<file path="config.mk">
export PLATFORM = sky130hd
export DESIGN_NAME = button_debounce
export DESIGN_NICKNAME = d
export VERILOG_FILES = /design/src/rtl/button_pkg.sv /design/src/rtl/sync_2ff.sv /design/src/rtl/button_debounce.sv
export SDC_FILE = /design/constraint.sdc
export NUM_CORES = 1
export LEC_CHECK = 0
export BUFFER_PORTS_ARGS = -buffer_cell sky130_fd_sc_hd__clkbuf_2
export CORE_UTILIZATION = 45
export CTS_BUF_LIST = sky130_fd_sc_hd__clkbuf_2
export CTS_CLUSTER_DIAMETER = 200
export DETAILED_ROUTE_END_ITERATION = 10
export HOLD_SLACK_MARGIN = 0.03
export PLACE_DENSITY = 0.69
export SETUP_SLACK_MARGIN = 0.2
export SYNTH_ARGS = -nofsm -noshare
export SYNTH_HDL_FRONTEND = slang
export SYNTH_SLANG_ARGS = --single-unit
</file>
<file path="constraint.sdc">
create_clock -name system_clk -period 3.31 [get_ports system_clk]
set_input_delay 0 -clock system_clk [delete_from_list [all_inputs] [get_ports system_clk]]
set_output_delay 0 -clock system_clk [all_outputs]
set_load 0.1 [all_outputs]
</file>
<file path="src/rtl/button_pkg.sv">
// Shared definitions for the board push-button front end: FSM state
// encoding and the raw-pin polarity helper.
package button_pkg;

  // Debounce FSM states; the encoding is shared so that other board-input
  // blocks and checkers agree on it.
  typedef enum logic [1:0] {
    IDLE     = 2'd0,
    PRESS_DB = 2'd1,
    HELD     = 2'd2,
    REL_DB   = 2'd3
  } db_state_e;

  // Map a synchronized pin level onto an active-high "button pressed" level.
  function automatic logic normalise_level(input logic raw_level, input logic active_low);
    return raw_level ^ active_low;
  endfunction

endpackage

</file>
<file path="src/rtl/sync_2ff.sv">
// Two-flop synchronizer for one asynchronous board input. The reset value
// is configurable so that each input can park at its own inactive level.
module sync_2ff #(
  parameter logic RESET_VALUE = 1'b0
) (
  input  logic clk,
  input  logic rst,
  input  logic d,
  output logic q
);

  logic meta_r;
  logic sync_r;

  // Two back-to-back flops give the first stage a full cycle to settle.
  always_ff @(posedge clk) begin
    if (rst) begin
      meta_r <= RESET_VALUE;
      sync_r <= RESET_VALUE;
    end else begin
      meta_r <= d;
      sync_r <= meta_r;
    end
  end

  assign q = sync_r;

endmodule

</file>
<file path="src/rtl/button_debounce.sv">
// Push-button debouncer: synchronizes the raw pin, qualifies press and
// release against a stable-level window and reports a long press once per
// press. All outputs come straight from flops.
module button_debounce
  import button_pkg::*;
#(
  parameter int CLOCK_FREQUENCY   = 27000000,
  parameter int DEBOUNCE_CYCLES   = 270000,
  parameter int LONG_PRESS_CYCLES = 27000000,
  parameter int BUTTON_ACTIVE_LOW = 0
) (
  input  logic system_clk,
  input  logic system_rst,
  input  logic button_in,
  output logic pressed,
  output logic press_pulse,
  output logic release_pulse,
  output logic long_press_pulse
);

  localparam int DB_W   = $clog2(DEBOUNCE_CYCLES + 1);
  localparam int HOLD_W = $clog2(LONG_PRESS_CYCLES + 1);

  localparam logic [DB_W-1:0]   DB_ZERO   = DB_W'(0);
  localparam logic [DB_W-1:0]   DB_ONE    = DB_W'(1);
  localparam logic [DB_W-1:0]   DB_LAST   = DB_W'(DEBOUNCE_CYCLES - 1);
  localparam logic [HOLD_W-1:0] HOLD_ZERO = HOLD_W'(0);
  localparam logic [HOLD_W-1:0] HOLD_ONE  = HOLD_W'(1);
  localparam logic [HOLD_W-1:0] HOLD_LAST = HOLD_W'(LONG_PRESS_CYCLES - 1);
  localparam logic [HOLD_W-1:0] HOLD_MAX  = HOLD_W'(LONG_PRESS_CYCLES);

  localparam logic ACTIVE_LOW = (BUTTON_ACTIVE_LOW != 0);

  logic              sync_q_s;
  logic              level_s;
  db_state_e         state_r;
  logic [DB_W-1:0]   db_cnt_r;
  logic [HOLD_W-1:0] hold_cnt_r;
  logic              pressed_r;
  logic              press_pulse_r;
  logic              release_pulse_r;
  logic              long_press_pulse_r;

  // The synchronizer resets to the released pin level so reset never looks
  // like a press.
  sync_2ff #(
    .RESET_VALUE (ACTIVE_LOW)
  ) u_sync (
    .clk (system_clk),
    .rst (system_rst),
    .d   (button_in),
    .q   (sync_q_s)
  );

  assign level_s = normalise_level(sync_q_s, ACTIVE_LOW);

  // Debounce FSM with its counters and registered level/pulse outputs.
  always_ff @(posedge system_clk) begin
    if (system_rst) begin
      state_r            <= IDLE;
      db_cnt_r           <= DB_ZERO;
      hold_cnt_r         <= HOLD_ZERO;
      pressed_r          <= 1'b0;
      press_pulse_r      <= 1'b0;
      release_pulse_r    <= 1'b0;
      long_press_pulse_r <= 1'b0;
    end else begin
      press_pulse_r      <= 1'b0;
      release_pulse_r    <= 1'b0;
      long_press_pulse_r <= 1'b0;

      case (state_r)
        IDLE: begin
          if (level_s) begin
            state_r  <= PRESS_DB;
            db_cnt_r <= DB_ZERO;
          end
        end
        PRESS_DB: begin
          if (!level_s) begin
            // Glitch: drop back without telling anyone.
            state_r <= IDLE;
          end else if (db_cnt_r == DB_LAST) begin
            state_r       <= HELD;
            press_pulse_r <= 1'b1;
            pressed_r     <= 1'b1;
            hold_cnt_r    <= HOLD_ZERO;
          end else begin
            db_cnt_r <= db_cnt_r + DB_ONE;
          end
        end
        HELD: begin
          if (!level_s) begin
            state_r  <= REL_DB;
            db_cnt_r <= DB_ZERO;
          end
        end
        REL_DB: begin
          if (level_s) begin
            // Bounce while held: resume without re-arming the hold timer.
            state_r <= HELD;
          end else if (db_cnt_r == DB_LAST) begin
            state_r         <= IDLE;
            release_pulse_r <= 1'b1;
            pressed_r       <= 1'b0;
          end else begin
            db_cnt_r <= db_cnt_r + DB_ONE;
          end
        end
        default: begin
          state_r   <= IDLE;
          db_cnt_r  <= DB_ZERO;
          pressed_r <= 1'b0;
        end
      endcase

      // The hold timer runs for the whole press, including release
      // qualification, and saturates so the long-press pulse fires once.
      if ((state_r == HELD) || (state_r == REL_DB)) begin
        if (hold_cnt_r != HOLD_MAX) begin
          hold_cnt_r <= hold_cnt_r + HOLD_ONE;
        end
        if (hold_cnt_r == HOLD_LAST) begin
          long_press_pulse_r <= 1'b1;
        end
      end
    end
  end

  assign pressed          = pressed_r;
  assign press_pulse      = press_pulse_r;
  assign release_pulse    = release_pulse_r;
  assign long_press_pulse = long_press_pulse_r;

endmodule

</file>
==> flow_metrics.tcl <==
set metrics [dict create \
    cts_tree "yes" \
    rsz0062_at_grt "no" \
    maxSlewHeadroom_pct 50.3 \
    worst-setup-path-type "register to register" \
    cp_max_fo 10 \
    cts_root_buf "clkbuf_2" \
    reg2reg_slack_ns 0.78 \
    ys_seq_elements 52 \
    synth.avg_cell_area_um2 8.52 \
    routed-via-count 2090 \
    place_ws_ns 0.850 \
    final-hold-violation-count 0 \
    diodes 0 \
    cap_violations 0 \
    final_common_cell "dfxtp_1" \
    power.switching_mw 0.242 \
    synthFlopType "dfxtp_1" \
    clk_latency_ns 0.44 \
    async_flop_share_pct 0 \
    clockBufferDepth 2 \
    finalNonFillerCells 375 \
    maxSlewViolCount 0 \
    fp-row-count 26 \
    start_kind "register" \
    drtIter0Drc 103 \
    cts_resized 0 \
    die_x_um 76.6 \
    grt_usage_pct 18.4 \
    worstMarginPinSlew_ns 0.742 \
    endpoint_kind "register" \
    htreeDepth 2 \
    post_drt_wl_per_cell_um 13.7 \
    timing.rr.start "hold_cnt_r[0]$_SDFF_PP0_" \
    regArea_um2 1040 \
    grt.overflow.total 0 \
    setup_viol 0 \
    p_clk_share_pct 28.4 \
    ant_nets 0 \
    synth-seq-area-share_pct 41.6 \
    layout_common_cells "dfxtp_1 (52), nor2_1 (29), nand3_1 (22), nand2_1 (19), xnor2_1 (15)" \
    status "finished clean" \
    netlist_instances 294 \
    max_freq_mhz 396 \
    die_h_um 76.6 \
    ctsHoldBuffers 3 \
    numClockSinks 52 \
    pin_count 7 \
    firstDrtPassIters 4 \
    p_int_mw 0.695 \
    arrival_ns 2.94 \
    synth_fp_nets 300 \
    initial_core_util_pct 47.8 \
    multiInputGateArea_um2 1380 \
    final.setup.tns_ns 0 \
    die_area_um2 5870 \
    final_nets 310 \
    irDropWorstVdd_v 0.000183 \
    ys_warn_count 0 \
    p_per_area_nw_per_um2 349 \
    min_period_over_period_pct 76.3 \
    clk_pin_slew_worst_paths_ns 0.26 \
    numCtsBuffers 5 \
    grt_pass1_vias 1947 \
    period_minus_slack_ns 2.53 \
    grt_pass1_wl_mm 8.76 \
    gp_congestion 0.806 \
    dpl.cell_count 364 \
    hold_path.startpoint "u_sync.meta_r$_SDFF_PP0_" \
    grt_start_max_net_pins 19 \
    cp.required_ns 3.73 \
    vias_per_cell 5.57 \
    routed_wl_mm 5.14 \
    layout_setup_ws_ns 0.783 \
    p_comb_share_pct 4.0 \
    cts_setup_buffers 0 \
    port_buffers 6 \
    dpl.hpwl_mm 3.55 \
    syn-cell-area_um2 2500 \
    hold_path_class "register to register" \
    synth_edf_count 0 \
    skew_ns 0.00687 \
    drive_gt1_share_pct 8.85 \
    pwr-share-seq_pct 67.6 \
    drc 0 \
    p_leak_nw 0.913 \
    fill_cells 512 \
    hold_slack_ns 0.464 \
    swShare_pct 25.8 \
    startpoint "hold_cnt_r[0]$_SDFF_PP0_" \
    antenna_found_initial 0 \
    syn2layout_area_growth_pct 7.24 \
    synth_cell_types 50 \
    coreArea_um2 5240 \
]
[per-layer routing]
| metal | part of all wire [%] | up-vias | global-route usage, % |
|---|---|---|---|
| met5 | 0 | - | 0 |
| met4 | 1.2 | 0 | 5.77 |
| met3 | 2.3 | 7 | 3.23 |
| met2 | 48 | 15 | 30.7 |
| met1 | 48 | 989 | 24.2 |
| li1 | - | 1079 | - |
[worst paths after layout]
path,to,cells after the start
worst max-delay path,hold_cnt_r[3]$_SDFF_PP0_,7
worst min-delay path,u_sync.q$_SDFF_PP0_,1
worst max register to register,hold_cnt_r[3]$_SDFF_PP0_,7
worst min register to register,u_sync.q$_SDFF_PP0_,1
[power groups by stage]
stage / sequential, mW / clock, mW / combinational, mW
after floorplan: 0.652 / 0 / 0.0172
after global placement: 0.645 / 0 / 0.0340
after detailed placement: 0.645 / 0 / 0.0344
after CTS: 0.634 / 0.275 / 0.0372
after global routing: 0.635 / 0.301 / 0.0397
final: 0.634 / 0.266 / 0.0371
[worst max-delay path, stage by stage, from the launching register on]
cell	delay, ns
dfxtp_1	0.41
inv_1	0.09
ha_1	0.13
or4b_1	0.42
or4_1	0.67
o21ai_2	0.38
and2_4	0.25
a22o_2	0.14
[flip-flops by register name, indices dropped and copies added (netlist names), named ones only]
signal            count
db_cnt_r             19
hold_cnt_r           25
long_press_pulse      1
press_pulse           1
pressed               1
release_pulse         1
state_r               1
u_sync.meta_r         1
u_sync.q              1
[Yosys cell counts, types with 2 or more instances]
cell type  number  area (µm²)
nand2b_1        2        12.5
nand4_1         9        56.3
a21oi_1        14        70.1
xnor2_1        15         131
nor3_1         12        60.1
nor2_1         29         109
clkbuf_1        7        26.3
nor4_1          5        31.3
o211ai_1        7        52.6
and4_1          4        35.0
inv_1          13        48.8
and3_1          7        43.8
dfxtp_1        52        1040
o21ai_0         9        45.0
xor2_1          9        78.8
nand2_1        19        71.3
ha_1            3        37.5
a22o_2          3        30.0
nor2b_1         5        31.3
nand3_1        22         110
or4_1           6        45.0
or2_2           2        12.5
and2_1          2        12.5
nor4b_1         2        17.5
mux2i_1         4        40.0
or3_1           8        50.1
[cell families (layout without fill, tap and decap cells)]
logic type | Yosys count | count (layout) | share of synthesized area (%)
muxes | 4 | 4 | 1.60
xor gates and xnor gates | 24 | 24 | 8.39
adders and majority gates | 3 | 3 | 1.50
DFF | 52 | 52 | 41.6
AOI/OAI and AO/OA | 48 | 48 | 13.0
and+or+nand+nor | 141 | 141 | 30.6
buffers and inverters | 22 | 33 | 3.35
[layout make-up]
class / instances / share of cell area [%]
Timing Repair Buffer: 12 / 3.07
Tap cell: 70 / 3.26
Sequential cell: 52 / 38.8
Clock inverter: 3 / 0.792
Multi-Input combinational cell: 220 / 51.4
Inverter: 13 / 1.82
Clock buffer: 5 / 0.932
[through the flow]
step / instance area (µm²) / power [mW] / utilization (%)
after CTS: 2690 / 0.947 / 51.3
after global routing: 2690 / 0.976 / 51.3
after global placement: 2610 / 0.679 / 49.8
final: 2690 / 0.937 / 51.3
after floorplan: 2500 / 0.670 / -
after detailed placement: 2610 / 0.679 / 49.8
Power figures use the tool's default switching activity.
